File: config.mk
export PLATFORM = sky130hd
export DESIGN_NAME = rs_syndrome_gen
export DESIGN_NICKNAME = d
export VERILOG_FILES = /design/src/rtl/rs_syndrome_gen.sv
export SDC_FILE = /design/constraint.sdc
export NUM_CORES = 1
export LEC_CHECK = 0
export CAP_MARGIN = 20
export CORE_ASPECT_RATIO = 0.5
export CORE_MARGIN = 5
export CORE_UTILIZATION = 50
export DETAILED_ROUTE_END_ITERATION = 16
export GPL_ROUTABILITY_DRIVEN = 0
export GPL_TIMING_DRIVEN = 1
export HOLD_SLACK_MARGIN = 0.05
export PLACE_DENSITY = 0.71
export SKIP_CTS_REPAIR_TIMING = 1
export SLEW_MARGIN = 10
export SYNTH_ARGS = -nofsm -noshare
export SYNTH_HDL_FRONTEND = slang
export SYNTH_SLANG_ARGS = --single-unit
File: constraint.sdc
create_clock -name clk -period 2.87 [get_ports clk]
set_input_delay 0.574 -clock clk [delete_from_list [all_inputs] [get_ports clk]]
set_output_delay 0.574 -clock clk [all_outputs]
set_load 0.02 [all_outputs]
File: src/rtl/rs_syndrome_gen.sv
// rs_syndrome_gen: Reed-Solomon GF(2^8) syndrome calculator (decode) and parity generator (encode).
//   clk, reset        : rising-edge clock, synchronous active-low reset
//   running           : enable, low forces IDLE and clears accumulators
//   encoding          : mode latched on IDLE->ACCUM (1 = encode, 0 = decode)
//   dataI/valid       : input symbol and its one-cycle strobe
//   blanking          : strobed symbol is echoed but not accumulated
//   endSegment        : strobed symbol is the last data symbol of a segment
//   synOut/synReady   : latched syndromes (S0 in [7:0]) and update pulse
//   dataO/oValid      : echoed data or parity symbol and its strobe
//   busy              : parity is being emitted
//   synZero           : all syndromes zero, valid with synReady (only with RS_SYN_ZERO_FLAG_EN)
module rs_syndrome_gen #(
    parameter int NROOTS    = 4,
    parameter int GEN_START = 0
) (
    input  logic                clk,
    input  logic                reset,
    input  logic                running,
    input  logic                encoding,
    input  logic [7:0]          dataI,
    input  logic                valid,
    input  logic                blanking,
    input  logic                endSegment,
    output logic [8*NROOTS-1:0] synOut,
    output logic                synReady,
    output logic [7:0]          dataO,
    output logic                oValid,
`ifdef RS_SYN_ZERO_FLAG_EN
    output logic                synZero,
`endif
    output logic                busy
);
    typedef enum logic [1:0] {IDLE, ACCUM, PAR_OUT} state_t;

    // Shift-and-add multiply modulo 0x11D; with one operand constant it reduces to xor trees.
    function automatic logic [7:0] gf_mul(input logic [7:0] a, input logic [7:0] b);
        logic [7:0] p, x;
        p = 8'h00;
        x = a;
        for (int k = 0; k < 8; k++) begin
            if (b[k]) p ^= x;
            x = {x[6:0], 1'b0} ^ (x[7] ? 8'h1D : 8'h00);
        end
        return p;
    endfunction

    function automatic logic [7:0] gf_pow(input int e);
        logic [7:0] r;
        r = 8'h01;
        for (int k = 0; k < e % 255; k++) r = gf_mul(r, 8'h02);
        return r;
    endfunction

    function automatic logic [8*NROOTS-1:0] root_vec();
        logic [8*NROOTS-1:0] r;
        for (int i = 0; i < NROOTS; i++) r[8*i +: 8] = gf_pow(GEN_START + i);
        return r;
    endfunction

    // Low NROOTS coefficients of the monic generator, built by multiplying in (x + root) one at a time.
    function automatic logic [8*NROOTS-1:0] gen_poly();
        logic [8*NROOTS+7:0] g;
        logic [7:0]          r;
        g = '0;
        g[7:0] = 8'h01;
        for (int i = 0; i < NROOTS; i++) begin
            r = gf_pow(GEN_START + i);
            for (int j = NROOTS; j > 0; j--) g[8*j +: 8] = g[8*(j-1) +: 8] ^ gf_mul(r, g[8*j +: 8]);
            g[7:0] = gf_mul(r, g[7:0]);
        end
        return g[8*NROOTS-1:0];
    endfunction

    localparam logic [8*NROOTS-1:0] ROOTS = root_vec();
    localparam logic [8*NROOTS-1:0] GEN   = gen_poly();

    state_t              state_q, state_d;
    logic                mode_q, mode_d;
    logic [8*NROOTS-1:0] syn_q, syn_d, par_q, par_d, synOut_q, synOut_d;
    logic [8*NROOTS-1:0] syn_nx, par_nx, syn_fin;
    logic [4:0]          cnt_q, cnt_d;
    logic [7:0]          dataO_q, dataO_d, fb;
    logic                synReady_q, synReady_d, oValid_q, oValid_d, acc;
`ifdef RS_SYN_ZERO_FLAG_EN
    logic                synZero_q, synZero_d;
    assign synZero = synZero_q;
`endif

    assign synOut   = synOut_q;
    assign synReady = synReady_q;
    assign dataO    = dataO_q;
    assign oValid   = oValid_q;
    assign busy     = state_q == PAR_OUT;

    // Horner step for every syndrome and one step of the systematic division LFSR.
    always_comb begin
        fb = dataI ^ par_q[8*NROOTS-1 -: 8];
        par_nx[7:0] = gf_mul(fb, GEN[7:0]);
        for (int j = 1; j < NROOTS; j++) par_nx[8*j +: 8] = par_q[8*(j-1) +: 8] ^ gf_mul(fb, GEN[8*j +: 8]);
        for (int i = 0; i < NROOTS; i++) syn_nx[8*i +: 8] = gf_mul(syn_q[8*i +: 8], ROOTS[8*i +: 8]) ^ dataI;
    end

    always_comb begin
        state_d    = state_q;
        mode_d     = mode_q;
        syn_d      = syn_q;
        par_d      = par_q;
        cnt_d      = cnt_q;
        synOut_d   = synOut_q;
        dataO_d    = dataO_q;
        synReady_d = 1'b0;
        oValid_d   = 1'b0;
        acc        = valid && !blanking;
        syn_fin    = acc ? syn_nx : syn_q;
`ifdef RS_SYN_ZERO_FLAG_EN
        synZero_d  = synZero_q;
`endif
        if (!running) begin
            state_d = IDLE;
            syn_d   = '0;
            par_d   = '0;
            cnt_d   = '0;
        end else begin
            case (state_q)
                IDLE: begin
                    state_d = ACCUM;
                    mode_d  = encoding;
                end
                ACCUM: if (valid) begin
                    dataO_d  = dataI;
                    oValid_d = 1'b1;
                    if (mode_q) begin
                        par_d   = acc ? par_nx : par_q;
                        cnt_d   = '0;
                        state_d = endSegment ? PAR_OUT : ACCUM;
                    end else if (endSegment) begin
                        synOut_d   = syn_fin;
                        synReady_d = 1'b1;
                        syn_d      = '0;
`ifdef RS_SYN_ZERO_FLAG_EN
                        synZero_d  = syn_fin == '0;
`endif
                    end else begin
                        syn_d = syn_fin;
                    end
                end
                PAR_OUT: if (valid) begin
                    // Highest-order parity first; shifting zeros in leaves the register clear at the end.
                    dataO_d  = par_q[8*NROOTS-1 -: 8];
                    oValid_d = 1'b1;
                    par_d    = par_q << 8;
                    cnt_d    = cnt_q + 5'd1;
                    if (cnt_q == 5'(NROOTS - 1)) begin
                        state_d = ACCUM;
                        cnt_d   = '0;
                    end
                end
                default: state_d = IDLE;
            endcase
        end
    end

    always_ff @(posedge clk) begin
        if (!reset) begin
            state_q    <= IDLE;
            mode_q     <= 1'b0;
            syn_q      <= '0;
            par_q      <= '0;
            cnt_q      <= '0;
            synOut_q   <= '0;
            dataO_q    <= '0;
            synReady_q <= 1'b0;
            oValid_q   <= 1'b0;
`ifdef RS_SYN_ZERO_FLAG_EN
            synZero_q  <= 1'b0;
`endif
        end else begin
            state_q    <= state_d;
            mode_q     <= mode_d;
            syn_q      <= syn_d;
            par_q      <= par_d;
            cnt_q      <= cnt_d;
            synOut_q   <= synOut_d;
            dataO_q    <= dataO_d;
            synReady_q <= synReady_d;
            oValid_q   <= oValid_d;
`ifdef RS_SYN_ZERO_FLAG_EN
            synZero_q  <= synZero_d;
`endif
        end
    end
endmodule

# After elaboration in Yosys (flattened, before gate mapping)

Index checks and enable logic that the tools add are counted.

Bits in registers: 114
Latch bits: 0
Bits in writable memories: 0
Memory bits (read-only): 0
Output and inout port bits: 43
Memories kept: 0

$add $sub $neg: 1
$mul: 0
Divide/modulo/power cells: 0
Magnitude comparators: 0
Equal/unequal tests: 8
Shift operators: 0
Mux-type cells: 35
Bitwise gates (word level): 34
Reductions and logical operators: 15

Operators with widths:

| kind                | count |
|---|---|
| $mux 32             | 6 |
| $xor 8x8->8         | 17 |
| $xor 8x5->8         | 12 |
| $mux 5              | 16 |
| $pmux 32 s2         | 1 |
| $mux 8              | 2 |
| $pmux 8 s2          | 1 |
| $reduce_and 4->1    | 3 |
| $mux 2              | 5 |
| $pmux 5 s2          | 1 |
| $reduce_and 5->1    | 2 |
| $ne 2x2->1 const B  | 4 |
| $pmux 2 s3          | 1 |
| $reduce_and 3->1    | 2 |
| $add 5x1->5 const B | 1 |
| $eq 5x2->1 const B  | 1 |
| $not 1->1           | 5 |
| $reduce_or 5->1     | 1 |
| $reduce_and 2->1    | 2 |
| $eq 2x1->1 const B  | 1 |
| $eq 2x2->1 const B  | 1 |
| $logic_not 2->1     | 1 |
| $mux 1              | 2 |
| $ne 2x1->1 const B  | 1 |
| other kinds (4)     | 4 |

# Depth between registers and ports, before layout

Word-level depth: 19
Gate-level depth with buffers: 9
Depth with buffers taken out: 7

# Least setup slack after synthesis

OpenSTA, ideal clock, no wires.

Kind: input-to-reg
Start point: in dataI[0]
End point: reg par_q[27]
Setup time: 0.074 ns
Arrival: 2.388 ns
Required time: 2.796 ns
Setup slack: 0.408 ns
Stages on the path: 6
Path through: buf_2 -> xnor2_1 -> xnor3_2 -> xnor3_1 -> or3_1 -> a31oi_1

Longest elaborated chain between the ends: 10

Ends and longest elaborated chain:

| what                      | line | source |
|---|---|---|
| from (decl)               | 20   | `input logic [7:0] dataI,` |
| $xor 8x8->8               | 97   | `fb = dataI ^ par_q[8*NROOTS-1 -: 8];` |
| $xor 8x5->8 (3 in series) | 42   | `x = {x[6:0], 1'b0} ^ (x[7] ? 8'h1D : 8'h00);` |
| $xor 8x8->8               | 41   | `if (b[k]) p ^= x;` |
| $xor 8x8->8               | 99   | `for (int j = 1; j < NROOTS; j++) par_nx[8*j +: 8] = par_q[8*(j-1) +: 8] ^ gf_mul(fb, GEN[8*j +: 8]);` |
| $mux 32                   | 133  | `par_d = acc ? par_nx : par_q;` |
| $mux 32                   | 132  | `if (mode_q) begin` |
| $mux 32                   | 129  | `ACCUM: if (valid) begin` |
| $pmux 32 s2               | 124  | `case (state_q)` |
| to (signal assigned)      | 181  | `par_q <= par_d;` |
| to (decl)                 | 79   | `logic [8*NROOTS-1:0] syn_q, syn_d, par_q, par_d, synOut_q, synOut_d;` |

Every way passes these cells. The select of a mux whose other input is x is not followed.
A chain may end at the register's enable or synchronous reset.

# Worst setup path in the final report

Start point: reg state_q[0]
End point: out busy

Longest elaborated chain between the ends: 1

Ends and longest elaborated chain:

| what                   | line | source |
|---|---|---|
| from (decl)            | 77   | `state_t state_q, state_d;` |
| from (signal assigned) | 178  | `state_q <= state_d;` |
| $eq 2x2->1             | 93   | `assign busy = state_q == PAR_OUT;` |
| to (decl)              | 31   | `output logic busy` |

Every way passes these cells.

==> results.sh <==
export IMPL_synthMostInstantiatedCell="dfxtp_1"
export IMPL_synthTopCellsByCount="dfxtp_1 (114), nand2_1 (93), o21ai_0 (82), nor2_1 (79), xnor2_1 (60)"
export IMPL_overflow=0
export IMPL_min_from="synOut[9]"
export IMPL_critPathMaxStageDelay_ns=0.72
export IMPL_antenna_left=0
export IMPL_drive_above_1_share_pct=10.63
export IMPL_clk_pin_slew_worst_paths_ns=0.06
export IMPL_clkLatencyLatePin_ns=0.41
export IMPL_post_route_min_period_ns=2.638
export IMPL_power_density_mw_per_mm2=568.4
export IMPL_clock_sinks=114
export IMPL_reg2reg_depth=7
export IMPL_final_cells=946
export IMPL_critical_path_required_ns=2.30
export IMPL_syn_area_mm2=0.006123
export IMPL_fillers=997
export IMPL_reg2reg_from="state_q[0]"
export IMPL_drtPass1Iterations=5
export IMPL_arrival_ns=2.06
export IMPL_diodes=0
export IMPL_synth_top_area_share_pct=37.27
export IMPL_yosysWarnings=0
export IMPL_synthFlopType="dfxtp_1"
export IMPL_grt_max_degree=54
export IMPL_synthDistinctLibCells=42
export IMPL_finalPower_mw=4.282
export IMPL_place_hpwl_um=9730
export IMPL_hold_violations=0
export IMPL_die_area_mm2=0.01469
export IMPL_syn_to_final_growth_pct=23.03
export IMPL_slew_headroom_pct=63.75
export IMPL_synthTopCellsByArea="dfxtp_1 (37%), xnor2_1 (8.6%), o21ai_0 (6.7%)"
export IMPL_io_buffers=57
export IMPL_critPathCaptureType="output port"
export IMPL_cp_start_kind="flip-flop"
export IMPL_power_leakage_nw=2.784
export IMPL_cp_cell_sequence="inv_1 > ha_2 > clkdlybuf4s50_1"
export IMPL_postSynthCellCount=719
export IMPL_cts_inserted_buffers=17
export IMPL_drt_iter0_markers=336
export IMPL_ys_ff_latch=114
export IMPL_period_share_pct=91.91
export IMPL_fin_util_pct=63.25
export IMPL_max_freq_ghz=0.3791
export IMPL_grt_pass1_wl_um=24880
export IMPL_ir_worst_vdd_mv=0.2690
export IMPL_ios=58
export IMPL_wire_per_inst_um=15.74
export IMPL_rsz0062_at_grt="no"
export IMPL_hold_path_class="reg2reg"
export IMPL_worstSetupPathType="reg2out"
export IMPL_drt_wl_total_um=14890
export IMPL_pre_cts_ws_ns=0.07942
export IMPL_slew_viol_final=0
export IMPL_syn_nets=739
export IMPL_status="finished clean"
export IMPL_vias_per_cell=5.473
export IMPL_worstHoldPathCells=2
export IMPL_register_area_mm2=0.002282
export IMPL_fin_skew_ns=0.009535
export IMPL_crit_path_start="state_q[0]"
export IMPL_fp_dieW_um=166.5
export IMPL_die_h_um=88.25
export IMPL_synth_top_cell_by_area="dfxtp_1"
export IMPL_tns_ns=0
export IMPL_syn_avg_cell_area_um2=8.517
export IMPL_nets=789
export IMPL_placement_rows=28
export IMPL_post_place_cells=915
export IMPL_clk_path_buf_depth=2
export IMPL_synthArstFlopShare_pct=0
export IMPL_cp_max_fo=30
export IMPL_grt_pass1_vias=4962
export IMPL_cts_root_buffer="clkbuf_16"
export IMPL_ys_seq_area_share_pct=37.27
export IMPL_route_detailed_drc=0
export IMPL_tightest_slew_ns=0.5367
export IMPL_maxCapViolCount=0
export IMPL_finalSetupViolCount=0
export IMPL_htreeDepth=4
export IMPL_multi_input_area_mm2=0.003580
export IMPL_setup_ws_ns=0.2323
export IMPL_core_area_mm2=0.01191
export IMPL_start_util_pct=51.41
export IMPL_vias=5177
export IMPL_grt_usage_pct=21.04
export IMPL_antenna_found_initial=0
export IMPL_crit_slowest_cell="clkdlybuf4s50_1"
export IMPL_synth_edf_count=0
export IMPL_cts_tree="done"
## sequential cells by signal (all words and copies together), names as in the netlist
signal,count
dataO,8
oValid,1
par_q,32
state_q,2
syn_q,32
synReady,1
mode_q,1
synOut,32
cnt_q,5
## area by class of cell
cell class              instances  share of cell area [%]
clock buffers                  22                   6.295
clock inverters                 9                   1.412
inverters                       5                  0.2491
multi-input cells             538                   47.52
flip-flops and latches        114                   30.29
well taps                     165                   2.740
repair buffers                 93                   11.49
## final timing paths
| check | to | slack [ns] |
|---|---|---|
| min reg2reg | synOut[9] | 0.46 |
| min | synOut[9] | 0.46 |
| max reg2reg | par_q[0] | 0.70 |
| max | busy | 0.23 |
## stage by stage
stage                     area (um^2)  hold slack [ns]
after floorplan                  6123           0.4370
after global placement           6953           0.4497
after detailed placement         6953           0.4563
after CTS                        7533           0.4638
after global routing             7533           0.4801
final                            7533           0.4575
## worst max-delay path, delay by kind of cell, from the launching register on
kind                     cells  cell delay, ns
buffers and inverters        2            0.81
flip-flops                   1            0.33
adder cells (fa/ha/maj)      1            0.50
## report_power, final
part           switching (mW)  internal (mW)
Clock                   0.740           1.34
Sequential             0.0112           1.60
Combinational           0.303          0.292
## cells in the final DEF (no fill, tap or decap), types with 25 or more instances in the layout
cell	count
xnor2_1	60
a21oi_1	31
clkdlybuf4s50_1	57
nor2_1	78
nand2_1	92
a22oi_1	30
o21ai_0	82
or3_1	25
buf_4	34
dfxtp_1	114
## cell families (layout without fill, tap and decap cells)
group	after synthesis	in the layout	share of synthesized area (%)
flip-flops	114	114	37.27
multiplexers	9	9	1.492
adder cells (fa/ha/maj)	5	5	1.022
XOR/XNOR	97	97	19.29
AND/OR/NAND/NOR	231	231	16.69
AO/OA/AOI/OAI	196	196	19.76
buffers and inverters	67	129	4.475
## routing by layer
| metal | up-vias | GRT usage, % | share of wire [%] |
|---|---|---|---|
| met5 | - | 0 | 0 |
| met4 | 0 | 6.607 | 0.95 |
| met3 | 18 | 4.105 | 3.4 |
| met2 | 96 | 36.83 | 48 |
| met1 | 2496 | 26.89 | 48 |
| li1 | 2567 | - | - |
Power figures use the tool's default switching activity.
